`config.mk`:
```
export PLATFORM = sky130hd
export DESIGN_NAME = axi_rd_throttle
export DESIGN_NICKNAME = d
export VERILOG_FILES = /design/src/rtl/axi_rd_throttle_pkg.sv /design/src/rtl/axi_rd_throttle_skid.sv /design/src/rtl/axi_rd_throttle.sv
export SDC_FILE = /design/constraint.sdc
export NUM_CORES = 1
export LEC_CHECK = 0
export CORE_MARGIN = 4
export CORE_UTILIZATION = 40
export DETAILED_ROUTE_END_ITERATION = 10
export PLACE_DENSITY = 0.7
export SYNTH_ARGS = -nofsm -noshare
export SYNTH_HDL_FRONTEND = slang
export SYNTH_SLANG_ARGS = --single-unit
```
`constraint.sdc`:
```
create_clock -name clk -period 12 [get_ports clk]
set_input_delay 1.8 -clock clk [delete_from_list [all_inputs] [get_ports clk]]
set_output_delay 1.8 -clock clk [all_outputs]
set_load 0.03 [all_outputs]
```
`src/rtl/axi_rd_throttle_pkg.sv`:
```
// Shared types and helpers for the AXI read-path stall injector.
// Provides the LFSR step, the per-mille token compare and the AR/R control-field layouts.
package axi_rd_throttle_pkg;

  localparam int unsigned LFSR_W     = 16;
  localparam logic [LFSR_W-1:0] LFSR_TAPS = 16'hB400;
  localparam int unsigned PROB_SCALE = 1000;

  typedef struct packed {
    logic [7:0] len;
    logic [2:0] size;
    logic [1:0] burst;
    logic       lock;
    logic [3:0] cache;
    logic [2:0] prot;
  } ar_ctrl_t;

  typedef struct packed {
    logic [1:0] resp;
    logic       last;
  } r_ctrl_t;

  localparam int unsigned AR_CTRL_W = $bits(ar_ctrl_t);
  localparam int unsigned R_CTRL_W  = $bits(r_ctrl_t);

  function automatic logic [LFSR_W-1:0] lfsr_step(input logic [LFSR_W-1:0] s);
    return s[0] ? ((s >> 1) ^ LFSR_TAPS) : (s >> 1);
  endfunction

  function automatic logic [LFSR_W-1:0] bit_rev(input logic [LFSR_W-1:0] v);
    logic [LFSR_W-1:0] res;
    for (int unsigned i = 0; i < LFSR_W; i++) res[i] = v[LFSR_W-1-i];
    return res;
  endfunction

  // Scales the LFSR state into [0,1000) and compares against the per-mille probability.
  function automatic logic prob_hit(input logic [LFSR_W-1:0] lfsr, input int unsigned prob);
    logic [31:0] scaled;
    scaled = 32'(lfsr) * 32'(PROB_SCALE);
    if (prob >= PROB_SCALE) return 1'b1;
    if (prob == 0) return 1'b0;
    return {16'd0, scaled[31:16]} < prob;
  endfunction

endpackage

```
`src/rtl/axi_rd_throttle_skid.sv`:
```
// Generic 2-entry valid/ready slice whose READY and VALID are gated by per-cycle tokens.
// Once VALID is presented it is held, with stable payload, until the downstream handshake.
module axi_skid_throttle #(
  parameter int unsigned W = 8
) (
  input  logic         clk,
  input  logic         rst,
  input  logic         i_v_ok,
  input  logic         i_r_ok,
  input  logic         i_s_valid,
  output logic         o_s_ready_c,
  input  logic [W-1:0] i_s_data,
  output logic         o_m_valid_c,
  input  logic         i_m_ready,
  output logic [W-1:0] o_m_data_c,
  output logic [1:0]   o_count
);
  localparam int unsigned DEPTH = 2;

  logic [W-1:0] r_mem [DEPTH];
  logic         r_wr_ptr;
  logic         r_rd_ptr;
  logic [1:0]   r_count;
  logic         r_held;
  logic         w_push;
  logic         w_pop;

  assign o_s_ready_c = (r_count < 2'(DEPTH)) & i_r_ok;
  assign o_m_valid_c = (r_count != 2'd0) & (r_held | i_v_ok);
  assign o_m_data_c  = r_mem[r_rd_ptr];
  assign o_count     = r_count;
  assign w_push      = i_s_valid & o_s_ready_c;
  assign w_pop       = o_m_valid_c & i_m_ready;

  always_ff @(posedge clk or posedge rst) begin
    if (rst) begin
      r_mem    <= '{default: '0};
      r_wr_ptr <= 1'b0;
      r_rd_ptr <= 1'b0;
      r_count  <= 2'd0;
      r_held   <= 1'b0;
    end else begin
      if (w_push) begin
        r_mem[r_wr_ptr] <= i_s_data;
        r_wr_ptr        <= ~r_wr_ptr;
      end
      if (w_pop) r_rd_ptr <= ~r_rd_ptr;
      case ({w_push, w_pop})
        2'b10:   r_count <= r_count + 2'd1;
        2'b01:   r_count <= r_count - 2'd1;
        default: r_count <= r_count;
      endcase
      // A presented beat stays presented until it is taken.
      r_held <= o_m_valid_c & ~i_m_ready;
    end
  end

endmodule

```
`src/rtl/axi_rd_throttle.sv`:
```
// AXI4 read-path stall injector: AR and R pass through throttled 2-entry slices.
// Counts cycles in which a buffered beat was withheld from the downstream side.
module axi_rd_throttle
  import axi_rd_throttle_pkg::*;
#(
  parameter int unsigned ID_W       = 6,
  parameter int unsigned ADDR_W     = 32,
  parameter int unsigned DATA_W     = 128,
  parameter int unsigned VALID_PROB = 1000,
  parameter int unsigned READY_PROB = 1000,
  parameter logic [15:0] SEED       = 16'hACE1
) (
  input  logic              clk,
  input  logic              rst,
  input  logic [ID_W-1:0]   s_arid,
  input  logic [ADDR_W-1:0] s_araddr,
  input  logic [7:0]        s_arlen,
  input  logic [2:0]        s_arsize,
  input  logic [1:0]        s_arburst,
  input  logic              s_arlock,
  input  logic [3:0]        s_arcache,
  input  logic [2:0]        s_arprot,
  input  logic              s_arvalid,
  output logic              s_arready,
  output logic [ID_W-1:0]   m_arid,
  output logic [ADDR_W-1:0] m_araddr,
  output logic [7:0]        m_arlen,
  output logic [2:0]        m_arsize,
  output logic [1:0]        m_arburst,
  output logic              m_arlock,
  output logic [3:0]        m_arcache,
  output logic [2:0]        m_arprot,
  output logic              m_arvalid,
  input  logic              m_arready,
  input  logic [ID_W-1:0]   m_rid,
  input  logic [DATA_W-1:0] m_rdata,
  input  logic [1:0]        m_rresp,
  input  logic              m_rlast,
  input  logic              m_rvalid,
  output logic              m_rready,
  output logic [ID_W-1:0]   s_rid,
  output logic [DATA_W-1:0] s_rdata,
  output logic [1:0]        s_rresp,
  output logic              s_rlast,
  output logic              s_rvalid,
  input  logic              s_rready,
  output logic [31:0]       stall_cnt
);
  localparam int unsigned AR_W = ID_W + ADDR_W + AR_CTRL_W;
  localparam int unsigned R_W  = ID_W + DATA_W + R_CTRL_W;
  localparam logic [LFSR_W-1:0] R_SEED = SEED ^ 16'h5A5A;

  logic              r_live;
  logic [LFSR_W-1:0] r_ar_lfsr;
  logic [LFSR_W-1:0] r_r_lfsr;
  logic [31:0]       r_stall_cnt;

  ar_ctrl_t          w_s_ar_ctrl;
  ar_ctrl_t          w_m_ar_ctrl;
  r_ctrl_t           w_m_r_ctrl;
  r_ctrl_t           w_s_r_ctrl;
  logic [AR_W-1:0]   w_ar_in;
  logic [AR_W-1:0]   w_ar_out;
  logic [R_W-1:0]    w_r_in;
  logic [R_W-1:0]    w_r_out;
  logic [1:0]        w_ar_count;
  logic [1:0]        w_r_count;
  logic              w_ar_v_ok;
  logic              w_ar_r_ok;
  logic              w_r_v_ok;
  logic              w_r_r_ok;
  logic              w_stall;

  // READY stays low until the first clock after reset release.
  assign w_ar_v_ok = prob_hit(r_ar_lfsr, VALID_PROB);
  assign w_ar_r_ok = r_live & prob_hit(bit_rev(r_ar_lfsr), READY_PROB);
  assign w_r_v_ok  = prob_hit(r_r_lfsr, VALID_PROB);
  assign w_r_r_ok  = r_live & prob_hit(bit_rev(r_r_lfsr), READY_PROB);

  assign w_s_ar_ctrl = '{len: s_arlen, size: s_arsize, burst: s_arburst,
                         lock: s_arlock, cache: s_arcache, prot: s_arprot};
  assign w_ar_in     = {s_arid, s_araddr, w_s_ar_ctrl};
  assign {m_arid, m_araddr, w_m_ar_ctrl} = w_ar_out;
  assign m_arlen     = w_m_ar_ctrl.len;
  assign m_arsize    = w_m_ar_ctrl.size;
  assign m_arburst   = w_m_ar_ctrl.burst;
  assign m_arlock    = w_m_ar_ctrl.lock;
  assign m_arcache   = w_m_ar_ctrl.cache;
  assign m_arprot    = w_m_ar_ctrl.prot;

  assign w_m_r_ctrl  = '{resp: m_rresp, last: m_rlast};
  assign w_r_in      = {m_rid, m_rdata, w_m_r_ctrl};
  assign {s_rid, s_rdata, w_s_r_ctrl} = w_r_out;
  assign s_rresp     = w_s_r_ctrl.resp;
  assign s_rlast     = w_s_r_ctrl.last;

  axi_skid_throttle #(.W(AR_W)) u_ar (
    .clk         (clk),
    .rst         (rst),
    .i_v_ok      (w_ar_v_ok),
    .i_r_ok      (w_ar_r_ok),
    .i_s_valid   (s_arvalid),
    .o_s_ready_c (s_arready),
    .i_s_data    (w_ar_in),
    .o_m_valid_c (m_arvalid),
    .i_m_ready   (m_arready),
    .o_m_data_c  (w_ar_out),
    .o_count     (w_ar_count)
  );

  axi_skid_throttle #(.W(R_W)) u_r (
    .clk         (clk),
    .rst         (rst),
    .i_v_ok      (w_r_v_ok),
    .i_r_ok      (w_r_r_ok),
    .i_s_valid   (m_rvalid),
    .o_s_ready_c (m_rready),
    .i_s_data    (w_r_in),
    .o_m_valid_c (s_rvalid),
    .i_m_ready   (s_rready),
    .o_m_data_c  (w_r_out),
    .o_count     (w_r_count)
  );

  assign w_stall   = ((w_ar_count != 2'd0) & ~m_arvalid) | ((w_r_count != 2'd0) & ~s_rvalid);
  assign stall_cnt = r_stall_cnt;

  always_ff @(posedge clk or posedge rst) begin
    if (rst) begin
      r_live      <= 1'b0;
      r_ar_lfsr   <= SEED;
      r_r_lfsr    <= R_SEED;
      r_stall_cnt <= 32'd0;
    end else begin
      r_live    <= 1'b1;
      r_ar_lfsr <= lfsr_step(r_ar_lfsr);
      r_r_lfsr  <= lfsr_step(r_r_lfsr);
      if (w_stall && (r_stall_cnt != 32'hFFFF_FFFF)) r_stall_cnt <= r_stall_cnt + 32'd1;
    end
  end

endmodule
```
==> flow_metrics.py <==
metrics = {
    "place": {
        "gp_congestion": 0.821,
        "dpl.hpwl_mm": 30.1,
        "port_buffers": 401,
    },
    "power": {
        "power_frac_comb": 0.501,
        "switchingPower_w": 0.00283,
        "power_leakage_nw": 9.77,
        "power.density_cell_area_nw_per_um2": 327,
        "sw_frac_of_total": 0.371,
        "p_clk_frac": 0.178,
        "peakVddDrop_v": 0.000197,
        "p_int_w": 0.00481,
        "seq_power_share": 0.321,
    },
    "grt": {
        "met1_usage": 0.228,
        "met2_usage": 0.286,
        "grt_pass1_wl_mm": 67.5,
        "antenna_found_initial": 5,
        "first_global_vias": 11500,
        "grt_use_met3": 0.0764,
        "overflow": 0,
        "grt-busiest-layer": "met2",
        "grt_usage": 0.180,
        "grt_max_degree": 177,
    },
    "logic_synthesis": {
        "synth_area_leaders": "dfrtp_1 57%, mux2_2 38%, buf_6 1.8%, buf_4 1.6%, buf_2 0.71%",
        "syn_avg_cell_area_sq_um": 15.8,
        "yosysMostFrequentCell": "mux2_2",
        "synth_edf_count": 0,
        "yosys_warnings": 0,
        "async_flop_share": 1.00,
        "syn_inst": 1114,
        "synth_area_leader_cell": "dfrtp_1",
        "synth_seq_area_share": 0.569,
        "ys_ff_latch": 401,
        "synth_cell_types": 21,
        "synth_common_cells": "588 x mux2_2, 401 x dfrtp_1, 37 x buf_4, 28 x buf_6, 25 x buf_2",
        "synth-main-ff-cell": "dfrtp_1",
        "synth.top_cell.area_share": 0.569,
        "syn-cell-area_sq_um": 17600,
    },
    "setup_path": {
        "path_cells": "buf_4, mux2_2, clkdlybuf4s50_1",
        "crit_arrival_ns": 3.58,
        "critPathMaxStageDelay_ns": 1.15,
        "cp_top_family": "buffers and inverters",
        "critPathKind": "flop to output pin",
        "cp.required_ns": 10.20,
        "cp-end-kind": "output pin",
        "critPathSlowestCell": "dfrtp_4",
        "cp_num_buf_inv": 2,
        "cp_max_fo": 76,
        "cp-start-kind": "flop",
    },
    "outcome": {
        "status": "finished, final reports clean",
    },
    "clock_tree": {
        "clock_tree.buffer_depth": 3,
        "cts_tree": "built",
        "postCtsSetupBuffers": 0,
        "root_buffer": "clkbuf_16",
        "clock_latency_ns": 0.55,
        "cts-resized-gates": 0,
        "htree_num_levels": 2,
        "clkTransAtPathRegs_ns": 0.06,
        "cts_buffers": 44,
        "numClockSinks": 401,
        "hold_buffers": 0,
    },
    "cells_and_area": {
        "syn_to_final_growth_pct": 32.5,
        "final_layout_size_suffix_gt1_frac": 0.440,
        "nNetsFinal": 1712,
        "fillCellCount": 3587,
    },
    "route": {
        "num_vias": 10500,
        "postRouteAntennaNets": 0,
        "wl_per_cell_microns": 20.4,
        "via_per_inst": 4.91,
        "dr.pass1.iters": 6,
        "post-route-drc-count": 0,
        "first_iter_violations": 395,
        "wirelength_mm": 43.5,
    },
    "timing": {
        "finalCritPeriodShare": 0.449,
        "setup_tns_ns": 0,
        "slew_violations": 0,
        "rsz0062_at_grt": "false",
        "worst_pin_slew_ns": 1.21,
        "period_minus_slack_ns": 5.38,
        "relSlewSlack": 0.195,
        "fmax_mhz": 186,
        "clock_skew_ns": 0.00728,
        "hold_viol_final": 0,
        "timing.hold.ws_ns": 0.496,
        "setup_viol_count_final": 0,
    },
    "floorplan": {
        "die_area_sq_um": 47500,
        "initial_core_util": 0.407,
        "fp-row-count": 76,
        "die_y_microns": 218,
        "io_pins": 434,
        "core_sq_um": 43300,
        "fp.dieW_microns": 218,
    },
    "flow_run": {
        "drv_cap": 0,
    },
    "min_path": {
        "hp-class": "flop to flop",
    },
}
## cell usage in the layout (no fill, tap or decap), drive strengths merged
| cell type | n |
|---|---|
| and2 | 2 |
| and2b | 2 |
| buf | 12 |
| bufinv | 4 |
| clkbuf | 65 |
| clkdlybuf4s50 | 401 |
| clkinv | 9 |
| clkinvlp | 2 |
| conb | 33 |
| dfrtp | 401 |
| diode | 4 |
| ha | 2 |
| mux2 | 588 |
| nand3 | 2 |
| nand3b | 2 |
| nor2 | 4 |
| or2 | 2 |
| xnor2 | 6 |
| xor2 | 4 |
## worst paths after layout
| kind | startpoint | endpoint | slack, ns | cells after the start |
|---|---|---|---|---|
| min in group asynchronous | rst | u_r.r_mem[124]$_DFFE_PP0P_ | 1.83 | 2 |
| max in group asynchronous | rst | u_r.r_mem[177]$_DFFE_PP0P_ | 7.91 | 4 |
| worst max-delay path | u_r.r_rd_ptr$_DFFE_PP0P_ | s_rdata[16] | 6.62 | 3 |
| worst min register to register | u_ar.r_mem[13]$_DFFE_PP0P_ | u_ar.r_mem[13]$_DFFE_PP0P_ | 0.50 | 1 |
| worst min-delay path | u_ar.r_mem[13]$_DFFE_PP0P_ | u_ar.r_mem[13]$_DFFE_PP0P_ | 0.50 | 1 |
| worst max register to register | u_r.o_count[1]$_DFFE_PP0P_ | u_r.r_mem[188]$_DFFE_PP0P_ | 9.30 | 4 |
## state kept, by name, summed over array words and instances (netlist names)
signal / cells
u_r.r_mem: 274
u_ar.r_mem: 118
u_ar.o_count: 2
u_r.o_count: 2
r_live: 1
u_ar.r_rd_ptr: 1
u_ar.r_wr_ptr: 1
u_r.r_rd_ptr: 1
u_r.r_wr_ptr: 1
## layer usage
metal  routed length [microns]  part of all wire  up-vias
li1                          -                 -     4708
met1                     18100              0.42     5354
met2                     20300              0.47      320
met3                      4080             0.094       67
met4                       883             0.020        4
met5                        21           0.00048        -
## power groups by stage
stage	Sequential, W	Combinational (W)	Clock [W]
floorplan	0.00228	0.00264	0
global placement	0.00245	0.00380	0
detailed placement	0.00247	0.00385	0
CTS	0.00245	0.00388	0.00140
global route	0.00254	0.00404	0.00146
finish	0.00245	0.00383	0.00136
## layout make-up
class                           count  area, sq um  share of cell area
Multi-Input combinational cell    647         6980               0.299
Timing Repair Buffer              413         4120               0.176
Sequential cell                   401        10000               0.430
Inverter                            1         7.51            0.000321
Tap cell                          585          732              0.0313
Clock buffer                       65         1290              0.0553
Clock inverter                     14          173             0.00739
Antenna cell                        4         10.0            0.000429
## through the flow
stage	total power [W]	area, sq um	util	instances	setup slack, ns
6_report	0.00764	23400	0.540	2130	6.62
5_1_grt	0.00804	23300	0.540	2128	6.44
4_1_cts	0.00773	23300	0.540	2126	6.47
3_5_place_dp	0.00633	21900	0.506	2047	7.11
3_3_place_gp	0.00625	21900	0.506	2047	7.17
2_1_floorplan	0.00492	17700	-	1145	4.80
## kinds of logic after synthesis
family        share of synthesized area
flops                             0.569
buf+inv                          0.0422
mux                               0.376
fa+ha+maj                       0.00142
simple gates                    0.00568
xor+xnor                        0.00497
other cells                    0.000426
## worst register-to-register path, cell delays in order, from the launching register on
cell and delay (ns):
dfrtp_1 0.41, nand3b_1 0.27, nor2_4 0.61, buf_4 0.79, mux2_2 0.51
Power figures use the tool's default switching activity.
